<file path="src/rtl/pulse_period_monitor.sv">
// ---------------------------------------------------------------------------
// pulse_period_monitor
//   Watchdog for a periodic tick source. It measures the number of clk cycles
//   between consecutive pulses on pulse_in and compares that interval with
//   the window [EXP_PERIOD-TOL, EXP_PERIOD+TOL]. It flags early pulses, and
//   missing pulses (timeouts). It declares lock after LOCK_CNT consecutive
//   good periods.
//
//   Interface semantics:
//     pulse_in is a level-sampled tick. Every cycle in which it is high
//     counts as one pulse, and it has no handshake. All outputs are
//     registered, so each one reflects the event sampled on the previous
//     edge. early_err and late_err are single-cycle strobes.
//     state_dbg exposes the FSM state for observation only.
// ---------------------------------------------------------------------------
module pulse_period_monitor #(
    parameter int EXP_PERIOD = 751,
    parameter int TOL        = 2,
    parameter int LOCK_CNT   = 4,
    parameter int CBITS      = 11
) (
    input  logic             clk,
    input  logic             rst,
    input  logic             pulse_in,
    output logic             locked,
    output logic             early_err,
    output logic             late_err,
    output logic [CBITS-1:0] last_period,
    output logic [7:0]       err_count,
    output logic [1:0]       state_dbg
);

    // Width of the good-period counter. It must be able to hold LOCK_CNT.
    localparam int GBITS = $clog2(LOCK_CNT + 1);

    localparam logic [CBITS-1:0] WIN_LO  = CBITS'(EXP_PERIOD - TOL);
    localparam logic [CBITS-1:0] WIN_HI  = CBITS'(EXP_PERIOD + TOL);
    localparam logic [CBITS-1:0] CNT_MAX = {CBITS{1'b1}};
    localparam logic [CBITS-1:0] CNT_ONE = CBITS'(1);
    localparam logic [GBITS-1:0] LOCK_G  = GBITS'(LOCK_CNT);

    typedef enum logic [1:0] {
        ST_IDLE   = 2'd0,
        ST_ACQ    = 2'd1,
        ST_LOCKED = 2'd2
    } state_t;

    state_t           state_q, state_d;
    logic [CBITS-1:0] cnt_q, cnt_d;
    logic [GBITS-1:0] good_q, good_d;
    logic             locked_q, locked_d;
    logic             early_q, early_d;
    logic             late_q, late_d;
    logic [CBITS-1:0] last_q, last_d;
    logic [7:0]       err_q, err_d;

    // Classification of the current cycle against the window. cnt_q is the
    // period P on a pulse cycle.
    logic             period_early;
    logic             period_good;
    logic             timeout;
    logic [GBITS-1:0] good_inc;
    logic             lock_reached;

    // Classify the current cycle and pre-compute the saturating good count.
    always_comb begin
        period_early = pulse_in && (cnt_q < WIN_LO);
        period_good  = pulse_in && (cnt_q >= WIN_LO) && (cnt_q <= WIN_HI);
        // A pulse that lands exactly on WIN_HI is good, so only a quiet
        // cycle at WIN_HI counts as a timeout.
        timeout      = !pulse_in && (cnt_q == WIN_HI);
        good_inc     = (good_q == LOCK_G) ? good_q : good_q + GBITS'(1);
        lock_reached = period_good && (good_inc == LOCK_G);
    end

    // FSM state register.
    always_ff @(posedge clk) begin
        if (rst) begin
            state_q <= ST_IDLE;
        end else begin
            state_q <= state_d;
        end
    end

    // FSM next-state logic.
    always_comb begin
        state_d = state_q;
        case (state_q)
            ST_IDLE: begin
                // The first pulse only starts timing. It is not evaluated.
                if (pulse_in) begin
                    state_d = ST_ACQ;
                end
            end
            ST_ACQ: begin
                if (timeout) begin
                    state_d = ST_IDLE;
                end else if (lock_reached) begin
                    state_d = ST_LOCKED;
                end
            end
            ST_LOCKED: begin
                if (timeout) begin
                    state_d = ST_IDLE;
                end else if (period_early) begin
                    state_d = ST_ACQ;
                end
            end
            default: begin
                state_d = ST_IDLE;
            end
        endcase
    end

    // FSM output and datapath logic: interval counter, good count, strobes,
    // last period, and error count.
    always_comb begin
        cnt_d    = cnt_q;
        good_d   = good_q;
        early_d  = 1'b0;
        late_d   = 1'b0;
        last_d   = last_q;
        err_d    = err_q;
        locked_d = (state_d == ST_LOCKED);

        if (state_q == ST_IDLE) begin
            // The counter is held at zero until the first pulse starts timing.
            cnt_d  = pulse_in ? CNT_ONE : '0;
            good_d = '0;
        end else if (pulse_in) begin
            // Every pulse restarts timing, whether it is good or early.
            cnt_d  = CNT_ONE;
            last_d = cnt_q;
            if (period_good) begin
                good_d = good_inc;
            end else if (period_early) begin
                early_d = 1'b1;
                good_d  = '0;
            end
        end else if (timeout) begin
            late_d = 1'b1;
            cnt_d  = '0;
            good_d = '0;
        end else begin
            cnt_d = (cnt_q == CNT_MAX) ? cnt_q : cnt_q + CNT_ONE;
        end

        if ((early_d || late_d) && (err_q != 8'hFF)) begin
            err_d = err_q + 8'd1;
        end
    end

    // Datapath and output registers. Reset discards any pending strobes.
    always_ff @(posedge clk) begin
        if (rst) begin
            cnt_q    <= '0;
            good_q   <= '0;
            locked_q <= 1'b0;
            early_q  <= 1'b0;
            late_q   <= 1'b0;
            last_q   <= '0;
            err_q    <= '0;
        end else begin
            cnt_q    <= cnt_d;
            good_q   <= good_d;
            locked_q <= locked_d;
            early_q  <= early_d;
            late_q   <= late_d;
            last_q   <= last_d;
            err_q    <= err_d;
        end
    end

    assign locked      = locked_q;
    assign early_err   = early_q;
    assign late_err    = late_q;
    assign last_period = last_q;
    assign err_count   = err_q;
    assign state_dbg   = state_q;

endmodule

</file>
<file path="config.mk">
export PLATFORM = sky130hd
export DESIGN_NAME = pulse_period_monitor
export DESIGN_NICKNAME = d
export VERILOG_FILES = /design/src/rtl/pulse_period_monitor.sv
export SDC_FILE = /design/constraint.sdc
export NUM_CORES = 1
export LEC_CHECK = 0
export BUFFER_PORTS_ARGS = -buffer_cell sky130_fd_sc_hd__buf_2
export CORE_ASPECT_RATIO = 0.8
export CORE_MARGIN = 2
export CORE_UTILIZATION = 45
export CTS_CLUSTER_DIAMETER = 40
export DETAILED_ROUTE_END_ITERATION = 10
export PLACE_DENSITY = 0.73
export SLEW_MARGIN = 10
export SYNTH_ARGS = -nofsm -noshare
export SYNTH_HDL_FRONTEND = slang
export SYNTH_SLANG_ARGS = --single-unit
</file>
<file path="constraint.sdc">
create_clock -name clk -period 3.9 [get_ports clk]
set_input_delay 0.39 -clock clk [delete_from_list [all_inputs] [get_ports clk]]
set_output_delay 0.39 -clock clk [all_outputs]
set_load 0.01 [all_outputs]
</file>
==> results of run 1 <==
==> cell families (layout without fill, tap and decap cells) <==
kind of cell             count (synthesis)  count (layout)  synth area share, %
AND/OR/NAND/NOR                         99              99                26.45
AO/OA/AOI/OAI                           55              55                20.12
flip-flops                              38              38                40.92
buffers and inverters                   19              40                4.711
XOR/XNOR                                 7               7                3.298
adder cells (fa/ha/maj)                  5               5                3.365
multiplexers                             2               2                1.144
==> synth_stat cells, types with 3 or more instances <==
| cell | number |
|---|---|
| a21oi_1 | 23 |
| xor2_1 | 3 |
| ha_1 | 5 |
| a31oi_1 | 3 |
| nor2_1 | 21 |
| clkbuf_1 | 7 |
| a211oi_1 | 3 |
| or3_1 | 6 |
| nand4_1 | 3 |
| nand2_1 | 37 |
| o21a_1 | 3 |
| dfxtp_1 | 38 |
| buf_2 | 4 |
| nor3_1 | 5 |
| and3_1 | 5 |
| o21ai_0 | 7 |
| xnor2_1 | 4 |
| inv_1 | 6 |
| nand3_1 | 7 |
==> critical path, cell delays in order, from the launching register on <==
cell and delay [ns]:
dfxtp_1 0.48, ha_1 0.19, nand4bb_1 0.12, or4_4 0.53, o221ai_4 0.11, o211ai_4 0.12, or4b_4 0.54, o41ai_1 0.24
==> per-layer routing <==
metal / routed length (um) / GRT usage [%]
met5: 0 / 0
met4: 87 / 10.03
met3: 200 / 4.746
met2: 1731 / 28.69
met1: 1889 / 25.00
==> power groups by stage <==
stage                     Sequential (mW)  Clock, mW  Combinational, mW
final                               0.397      0.283             0.0363
after global routing                0.397      0.304             0.0416
after CTS                           0.396      0.290             0.0368
after detailed placement            0.406          0             0.0366
after global placement              0.405          0             0.0366
after floorplan                     0.406          0             0.0261
==> worst min-delay path by stage <==
stage                                      startpoint                           to
after floorplan                 cnt_q[7]$_SDFFE_PP0P_  last_period[7]$_SDFFE_PP0P_
after global placement    last_period[7]$_SDFFE_PP0P_  last_period[7]$_SDFFE_PP0P_
after detailed placement  last_period[6]$_SDFFE_PP0P_  last_period[6]$_SDFFE_PP0P_
after CTS                 last_period[5]$_SDFFE_PP0P_  last_period[5]$_SDFFE_PP0P_
after global routing                         pulse_in          late_err$_SDFF_PP0_
final                     last_period[6]$_SDFFE_PP0P_  last_period[6]$_SDFFE_PP0P_
==> registers in the layout, indices dropped and copies added, names as in the netlist <==
register	cells
early_err	1
err_count	8
good_q	3
late_err	1
locked	1
state_dbg	2
last_period	11
cnt_q	11
==> layout make-up <==
| type | count | area [um2] | area share (%) |
|---|---|---|---|
| clock inverters | 2 | 12.51 | 0.5992 |
| multi-input cells | 168 | 1011 | 48.41 |
| well taps | 55 | 68.82 | 3.295 |
| flip-flops and latches | 38 | 760.7 | 36.43 |
| repair buffers | 26 | 130.1 | 6.231 |
| inverters | 6 | 22.52 | 1.078 |
| clock buffers | 6 | 82.58 | 3.954 |
==> placed cells by master (no fill, tap or decap), types with 2 or more instances in the layout <==
cell type	instances
ha_1	5
o21a_1	3
xnor2_1	4
xor2_1	3
or3_1	6
a21oi_1	23
clkbuf_8	6
or2_2	2
nand4_1	3
nand3_1	7
and3_1	5
buf_2	26
a31oi_1	3
a211oi_1	3
dfxtp_1	38
inv_1	6
nor3_1	5
and3_2	2
nand2_1	37
o31ai_1	2
nor4_1	2
o41ai_1	2
o22ai_1	2
o21ai_0	7
nor2_1	21
==> out/metrics.yaml, run 1 <==
status: "finished, final reports clean"
cp.required_ns: 4.09
fin_skew_ns: 0.006673
holdBufCountCts: 0
min_path_cells: 2
start_util_pct: 47.94
start_kind: "flop"
num_rows: 20
rr_worst_depth: 7
power.internal_mw: 0.5448
antenna_found_initial: 0
async_flop_share_pct: 0
wl_per_cell_um: 12.98
place_area_um2: 1993
fin_ws_ns: 1.474
synth_flop_cell: "dfxtp_1"
h-tree-depth: 2
first_pass_iters: 4
setup-violations-final: 0
grt_pass1_wl_um: 6561
syn_area_um2: 1859
ys_seq_area_share_pct: 40.92
fmax_mhz: 412.1
tightestPinTransition_ns: 0.6999
cts_tree: "yes"
nets: 253
startpoint: "cnt_q[0]$_SDFFE_PP0P_"
n_fill_cell: 372
syn-num-nets: 233
clk-insertion-delay-late_ns: 0.29
rsz0062_at_grt: "false"
synth-seq-cells: 38
ios: 27
p_sw_share_pct: 23.91
max-slew-margin-rel_pct: 53.17
place.gp.congestion: 0.8529
cts_resized: 0
post_synth_inst_count: 225
reg2reg_to: "state_dbg[1]$_SDFF_PP0_"
drv_slew: 0
cap_violations: 0
p_per_area_nw_per_um2: 342.9
vias: 1677
end_kind: "flop"
irDropWorstVdd_v: 0.0002394
port_buffers: 26
ant_nets: 0
cts-root-buf: "clkbuf_8"
p_comb_share_pct: 5.1
numCtsBuffers: 5
placed_cells: 293
core-area_um2: 3879
drc: 0
switchingPower_mw: 0.1712
die_y_um: 61.49
critPathMaxFanout: 10
fin_cells: 301
post-route-min-period_ns: 2.426
viasPerCell: 5.571
dieArea_um2: 4665
synth_area_leaders: "dfxtp_1 41%, nand2_1 7.5%, a21oi_1 6.2%"
r2r-start: "cnt_q[0]$_SDFFE_PP0P_"
wirelength_um: 3908
syn_to_final_growth_pct: 12.31
drtIter0Drc: 121
overflow: 0
yosysTopAreaCell: "dfxtp_1"
clk_path_buf_depth: 2
r2r_slack_ns: 1.47
dp.final_hpwl_um: 2777
synth_area_per_cell_um2: 8.263
hold_viol_final: 0
diodes: 0
power_mw: 0.7160
synth_edf_count: 0
period_share_pct: 62.21
setup.worst_path.class: "reg2reg"
pre_cts_ws_ns: 1.501
synth-warning-count: 0
hold_class: "reg2reg"
hold-worst-slack_ns: 0.4515
grt_usage_pct: 18.96
critPathCapture: "state_dbg[1]$_SDFF_PP0_"
clockPowerShare_pct: 39.6
cts_sinks: 38
power_leakage_nw: 0.8212
final_area_um2: 2088
pwr-share-seq_pct: 55.4
fp.dieW_um: 75.87
yosysUniqueCellTypes: 48
netlist.area_leader.share_pct: 40.92
path_clk_slew_ns: 0.08
drive_gt1_share_pct: 18.29
arrival_ns: 2.62
grt_max_degree: 26
grt_pass1_vias: 1431
post-cts-setup-buffers: 0
fin_util_pct: 53.84
fin_setup_tns_ns: 0
(Power assumes the default switching activity.)
==> inputs of run 2 (changes only) <==
- PLACE_DENSITY: 0.73 -> 0.76
- clock period: 3.9 -> 1.95 ns (I/O delays scaled with it)
==> run 2 against run 1 <==
  * The run now ends with negative setup slack left
  * Sequential power rose by 99%
  * Final cell count is 11% higher
  * Die area did not move
  * Power up 120%
  * Worst setup slack worse by 1.7 ns
  * Sequential share of layout area shrank 4.8 points
  * Maximum frequency rose by 11%
  * Hold slack lost 0.18 ns
  * Flip-flop and latch count is the same
  * Clock power grew 130%
  * Critical path depth increased by 1
  * Critical endpoint is now state_dbg[0]$_SDFF_PP0_
==> out/metrics.yaml, run 2 (synthesis gave the netlist of run 1 again) <==
status: "finished with violations"
failed_checks: "negative setup slack"
placed_cells: 322  # +9.9%
hold_viol_final: 0  # unchanged
antenna_found_initial: 0  # unchanged
hold_class: "in2reg"
wirelength_um: 4505  # +15%
fp.dieW_um: 75.87  # unchanged
core-area_um2: 3879  # unchanged
critPathMaxFanout: 4  # -6
clk-insertion-delay-late_ns: 0.29  # about the same
nets: 285  # +13%
period_share_pct: 112.1  # +50 points
end_kind: "flop"
max-slew-margin-rel_pct: 69.23  # +16 points
dieArea_um2: 4665  # unchanged
grt_pass1_vias: 1494  # +4.4%
path_clk_slew_ns: 0.07  # about the same
startpoint: "cnt_q[1]$_SDFFE_PP0P_"
pre_cts_ws_ns: -0.2362  # -1.737 ns
die_y_um: 61.49  # unchanged
holdBufCountCts: 0  # unchanged
drive_gt1_share_pct: 31.29  # +13 points
numCtsBuffers: 5  # unchanged
cts-root-buf: "clkbuf_8"
grt_pass1_wl_um: 7127  # +8.6%
rsz0062_at_grt: "true"
p_comb_share_pct: 6.1  # +1.0 points
port_buffers: 26  # unchanged
syn_to_final_growth_pct: 30.28
drv_slew: 0  # unchanged
power_mw: 1.548  # +120%
cap_violations: 0  # unchanged
start_kind: "flop"
overflow: 0  # unchanged
first_pass_iters: 4  # unchanged
fin_ws_ns: -0.2358  # -1.709 ns
setup-violations-final: 11  # +11
tightestPinTransition_ns: 0.4616  # -0.2383 ns
cts_sinks: 38  # unchanged
viasPerCell: 5.354  # -3.9%
wl_per_cell_um: 13.53  # +4.2%
grt_usage_pct: 20.68  # +1.7 points
irDropWorstVdd_v: 0.0004274  # +79%
final_cell_mix: "37 x nand2_1, 36 x dfxtp_1, 30 x buf_4"
dp.final_hpwl_um: 3124  # +13%
post-route-min-period_ns: 2.186  # -0.2406 ns
cts_tree: "yes"
arrival_ns: 2.38  # -0.24 ns
drtIter0Drc: 104  # -14%
n_fill_cell: 333  # -10%
ant_nets: 0  # unchanged
p_per_area_nw_per_um2: 639.1  # +86%
fin_skew_ns: 0.003680  # -0.002992 ns
start_util_pct: 47.94  # unchanged
clockPowerShare_pct: 42.8  # +3.2 points
grt_max_degree: 26  # unchanged
final_area_um2: 2422  # +16%
fmax_mhz: 457.5  # +11%
ios: 27  # unchanged
p_sw_share_pct: 22.47  # -1.4 points
min_from: "pulse_in"
h-tree-depth: 2  # unchanged
cp.required_ns: 2.14  # -1.95 ns
r2r-start: "cnt_q[1]$_SDFFE_PP0P_"
vias: 1783  # +6.3%
drc: 0  # unchanged
diodes: 0  # unchanged
place.gp.congestion: 0.9197  # +7.8%
switchingPower_mw: 0.3479  # +100%
power_leakage_nw: 1.009  # +23%
final_common_cell: "nand2_1"
num_rows: 20  # unchanged
fin_cells: 333  # +11%
place_area_um2: 2220  # +11%
power.internal_mw: 1.200  # +120%
clk_path_buf_depth: 2  # unchanged
pwr-share-seq_pct: 51.1  # -4.3 points
setup.worst_path.class: "reg2reg"
## run 2: cell types whose count changed in the layout (fill, tap and decap cells not counted), sizes merged
cell,previous run,this run
bufinv,0,1
clkbuf,6,7
clkinvlp,1,0
buf,26,58
clkinv,1,0
## run 2: path summary, 6_finish.rpt
kind	end	slack, ns	cells past startpoint
max	state_dbg[0]$_SDFF_PP0_	-0.24	8
min	late_err$_SDFF_PP0_	0.28	2
max reg2reg	state_dbg[0]$_SDFF_PP0_	-0.24	8
min reg2reg	last_period[7]$_SDFFE_PP0P_	0.45	2
## run 2: power by group through the flow
| stage | clock, mW | combinational, mW | sequential (mW) |
|---|---|---|---|
| 6_report | 0.662 | 0.0950 | 0.791 |
| 3_5_place_dp | 0 | 0.0893 | 0.808 |
| 4_1_cts | 0.666 | 0.0924 | 0.791 |
| 3_3_place_gp | 0 | 0.0879 | 0.808 |
| 2_1_floorplan | 0 | 0.0529 | 0.812 |
| 5_1_grt | 0.698 | 0.104 | 0.792 |
## run 2: metal layers
metal	global-route usage (%)	wire, um
met3	4.583	228
met4	7.268	48
met2	31.40	2067
met5	0	0
met1	29.07	2160
## run 2: repair_timing
| item | in CTS | in global routing |
|---|---|---|
| hold endpoints to repair | 0 | 0 |
| setup buffers | 1 | 4 |
| gates resized for setup | 6 | 7 |
| pin swaps | 1 | 2 |
| endpoints found under the setup margin | 10 | 19 |
## run 2: through the flow
step | util [%] | hold WS (ns) | setup TNS, ns
floorplan | - | 0.4435 | -1.041
global placement | 57.23 | 0.4414 | -1.014
detailed placement | 57.23 | 0.4440 | -1.392
CTS | 61.13 | 0.2689 | -1.306
global route | 62.45 | 0.2850 | -2.398
finish | 62.45 | 0.2763 | -1.466
## run 2: final cells by class
type | count | area (um2) | share of cell area (%)
Multi-Input combinational cell | 168 | 1081 | 44.63
Sequential cell | 38 | 765.7 | 31.61
Timing Repair Buffer | 58 | 377.9 | 15.60
Clock buffer | 7 | 76.32 | 3.151
Tap cell | 55 | 68.82 | 2.841
Clock inverter | 1 | 30.03 | 1.240
Inverter | 6 | 22.52 | 0.9298
## run 2: critical path, cell delays in order (launching register included)
cell and delay (ns):
dfxtp_2 0.33, inv_2 0.06, ha_4 0.11, nand4bb_1 0.13, or4_4 0.50, o221ai_4 0.10, o211ai_4 0.10, or4b_4 0.54
a32o_1 0.22
==> inputs of run 3 (changes only) <==
- PLACE_DENSITY: 0.76 -> 0.73
- clock period: 1.95 -> 2.75 ns (I/O delays scaled with it)
==> run 3 against run 2 <==
  * The run now ends clean
  * Utilization fell by 7.9 points
  * Flip-flop and latch count unchanged
  * Via count shrank 7.5%
  * Non-clock buffer count down 31
  * Largest power group unchanged
==> out/metrics.yaml, run 3 (synthesis gave the netlist of run 1 again) <==
fin_skew_ns: 0.003482  # -0.0001988 ns
vias: 1649  # -7.5%
p_per_area_nw_per_um2: 514.7  # -19%
die_y_um: 61.49  # unchanged
grt_max_degree: 26  # unchanged
cts_sinks: 38  # unchanged
antenna_found_initial: 0  # unchanged
power_leakage_nw: 0.8298  # -18%
grt_usage_pct: 19.11  # -1.6 points
arrival_ns: 2.62  # +0.24 ns
n_fill_cell: 376  # +13%
fin_ws_ns: 0.3188  # +0.5545 ns
hold_class: "in2reg"
cap_violations: 0  # unchanged
post-cts-setup-buffers: 0  # -1
cp_slowest_cell: "or4b_4"
wl_per_cell_um: 13.18  # -2.6%
drive_gt1_share_pct: 18.62  # -13 points
ios: 27  # unchanged
setup-violations-final: 0  # -11
worstPathCellList: "ha_1 -> nand4bb_1 -> or4_4 -> o221ai_4 -> o211ai_4 -> or4b_4 -> o41ai_1"
fin_setup_tns_ns: 0  # +1.466 ns
drc: 0  # unchanged
start_util_pct: 47.94  # unchanged
post-route-min-period_ns: 2.431  # +0.2455 ns
cp.required_ns: 2.94  # +0.80 ns
status: "finished, final reports clean"
final_cell_mix: "38 x dfxtp_1, 37 x nand2_1, 26 x buf_2"
syn_to_final_growth_pct: 13.73
critPathMaxFanout: 10  # +6
dieArea_um2: 4665  # unchanged
pwr-share-seq_pct: 51.7  # +0.6 points
fp.dieW_um: 75.87  # unchanged
clk-insertion-delay-late_ns: 0.29  # about the same
setup.worst_path.class: "reg2reg"
ant_nets: 0  # unchanged
numCtsBuffers: 5  # unchanged
drv_slew: 0  # unchanged
fin_cells: 302  # -9.3%
end_kind: "flop"
grt_pass1_vias: 1446  # -3.2%
cts_tree: "yes"
num_rows: 20  # unchanged
startpoint: "cnt_q[0]$_SDFFE_PP0P_"
cts-root-buf: "clkbuf_8"
min_path_cells: 2  # unchanged
diodes: 0  # unchanged
wirelength_um: 3979  # -12%
p_comb_share_pct: 4.8  # -1.3 points
switchingPower_mw: 0.2475  # -29%
clk_path_buf_depth: 2  # unchanged
irDropWorstVdd_v: 0.0003408  # -20%
tightestPinTransition_ns: 0.6953  # +0.2337 ns
period_share_pct: 88.41  # -24 points
first_pass_iters: 4  # unchanged
overflow: 0  # unchanged
hold_viol_final: 0  # unchanged
power.internal_mw: 0.8409  # -30%
drtIter0Drc: 96  # -7.7%
placed_cells: 294  # -8.7%
clockPowerShare_pct: 43.6  # +0.8 points
fin_util_pct: 54.52  # -7.9 points
p_sw_share_pct: 22.74  # +0.26 points
grt_pass1_wl_um: 6644  # -6.8%
start_kind: "flop"
slowest_delay_ns: 0.54  # about the same
h-tree-depth: 2  # unchanged
pre_cts_ws_ns: 0.3297  # +0.5659 ns
cts_resized: 0  # -6
rr_worst_depth: 7  # -1
holdBufCountCts: 0  # unchanged
max-slew-margin-rel_pct: 53.48  # -16 points
port_buffers: 26  # unchanged
final_common_cell: "dfxtp_1"
min_from: "pulse_in"
nets: 254  # -11%
fmax_mhz: 411.3  # -10%
rsz0062_at_grt: "false"
viasPerCell: 5.460  # +2.0%
r2r-start: "cnt_q[0]$_SDFFE_PP0P_"
core-area_um2: 3879  # unchanged
path_clk_slew_ns: 0.08  # about the same
dp.final_hpwl_um: 2831  # -9.4%
place.gp.congestion: 0.8639  # -6.1%
[run 3: worst paths after layout]
check / to / slack (ns)
setup / recovery: state_dbg[1]$_SDFF_PP0_ / 0.32
setup reg to reg: state_dbg[1]$_SDFF_PP0_ / 0.32
hold / removal: late_err$_SDFF_PP0_ / 0.35
hold reg to reg: last_period[9]$_SDFFE_PP0P_ / 0.46
[run 3: power groups by stage]
stage,combinational (mW),clock [mW],sequential (mW)
5_1_grt,0.0587,0.515,0.564
6_report,0.0519,0.474,0.562
3_3_place_gp,0.0523,0,0.575
2_1_floorplan,0.0370,0,0.576
3_5_place_dp,0.0523,0,0.575
4_1_cts,0.0523,0.488,0.562
[run 3: final cells by class]
| class | instances | area [um2] | area share [%] |
|---|---|---|---|
| sequential | 38 | 760.7 | 35.98 |
| inverter | 6 | 22.52 | 1.065 |
| timing repair buffer | 27 | 137.6 | 6.509 |
| multi-input combinational | 168 | 1011 | 47.81 |
| clock inverter | 3 | 45.04 | 2.130 |
| clock buffer | 5 | 68.82 | 3.254 |
| tap | 55 | 68.82 | 3.254 |
[run 3: critical path: cells and delay by family, from the launching register on]
family                     cells  cell delay [ns]
AOI/OAI and AO/OA              3             0.47
and+or+nand+nor                3             1.18
DFF                            1             0.48
adders and majority gates      1             0.19
[run 3: per-layer routing]
layer	wire [um]	global-route usage, %	up-vias
met4	65	8.772	0
met2	1764	27.83	37
met3	163	4.583	7
met5	0	0	-
li1	-	-	839
met1	1986	26.72	766
[run 3: per-stage QoR]
step / hold WS (ns) / power, mW / cell area (um2)
after floorplan: 0.4761 / 0.6133 / 1859
after global placement: 0.4400 / 0.6271 / 2001
after detailed placement: 0.4472 / 0.6276 / 2001
after CTS: 0.3412 / 1.102 / 2115
after global routing: 0.3735 / 1.137 / 2115
final: 0.3486 / 1.088 / 2115
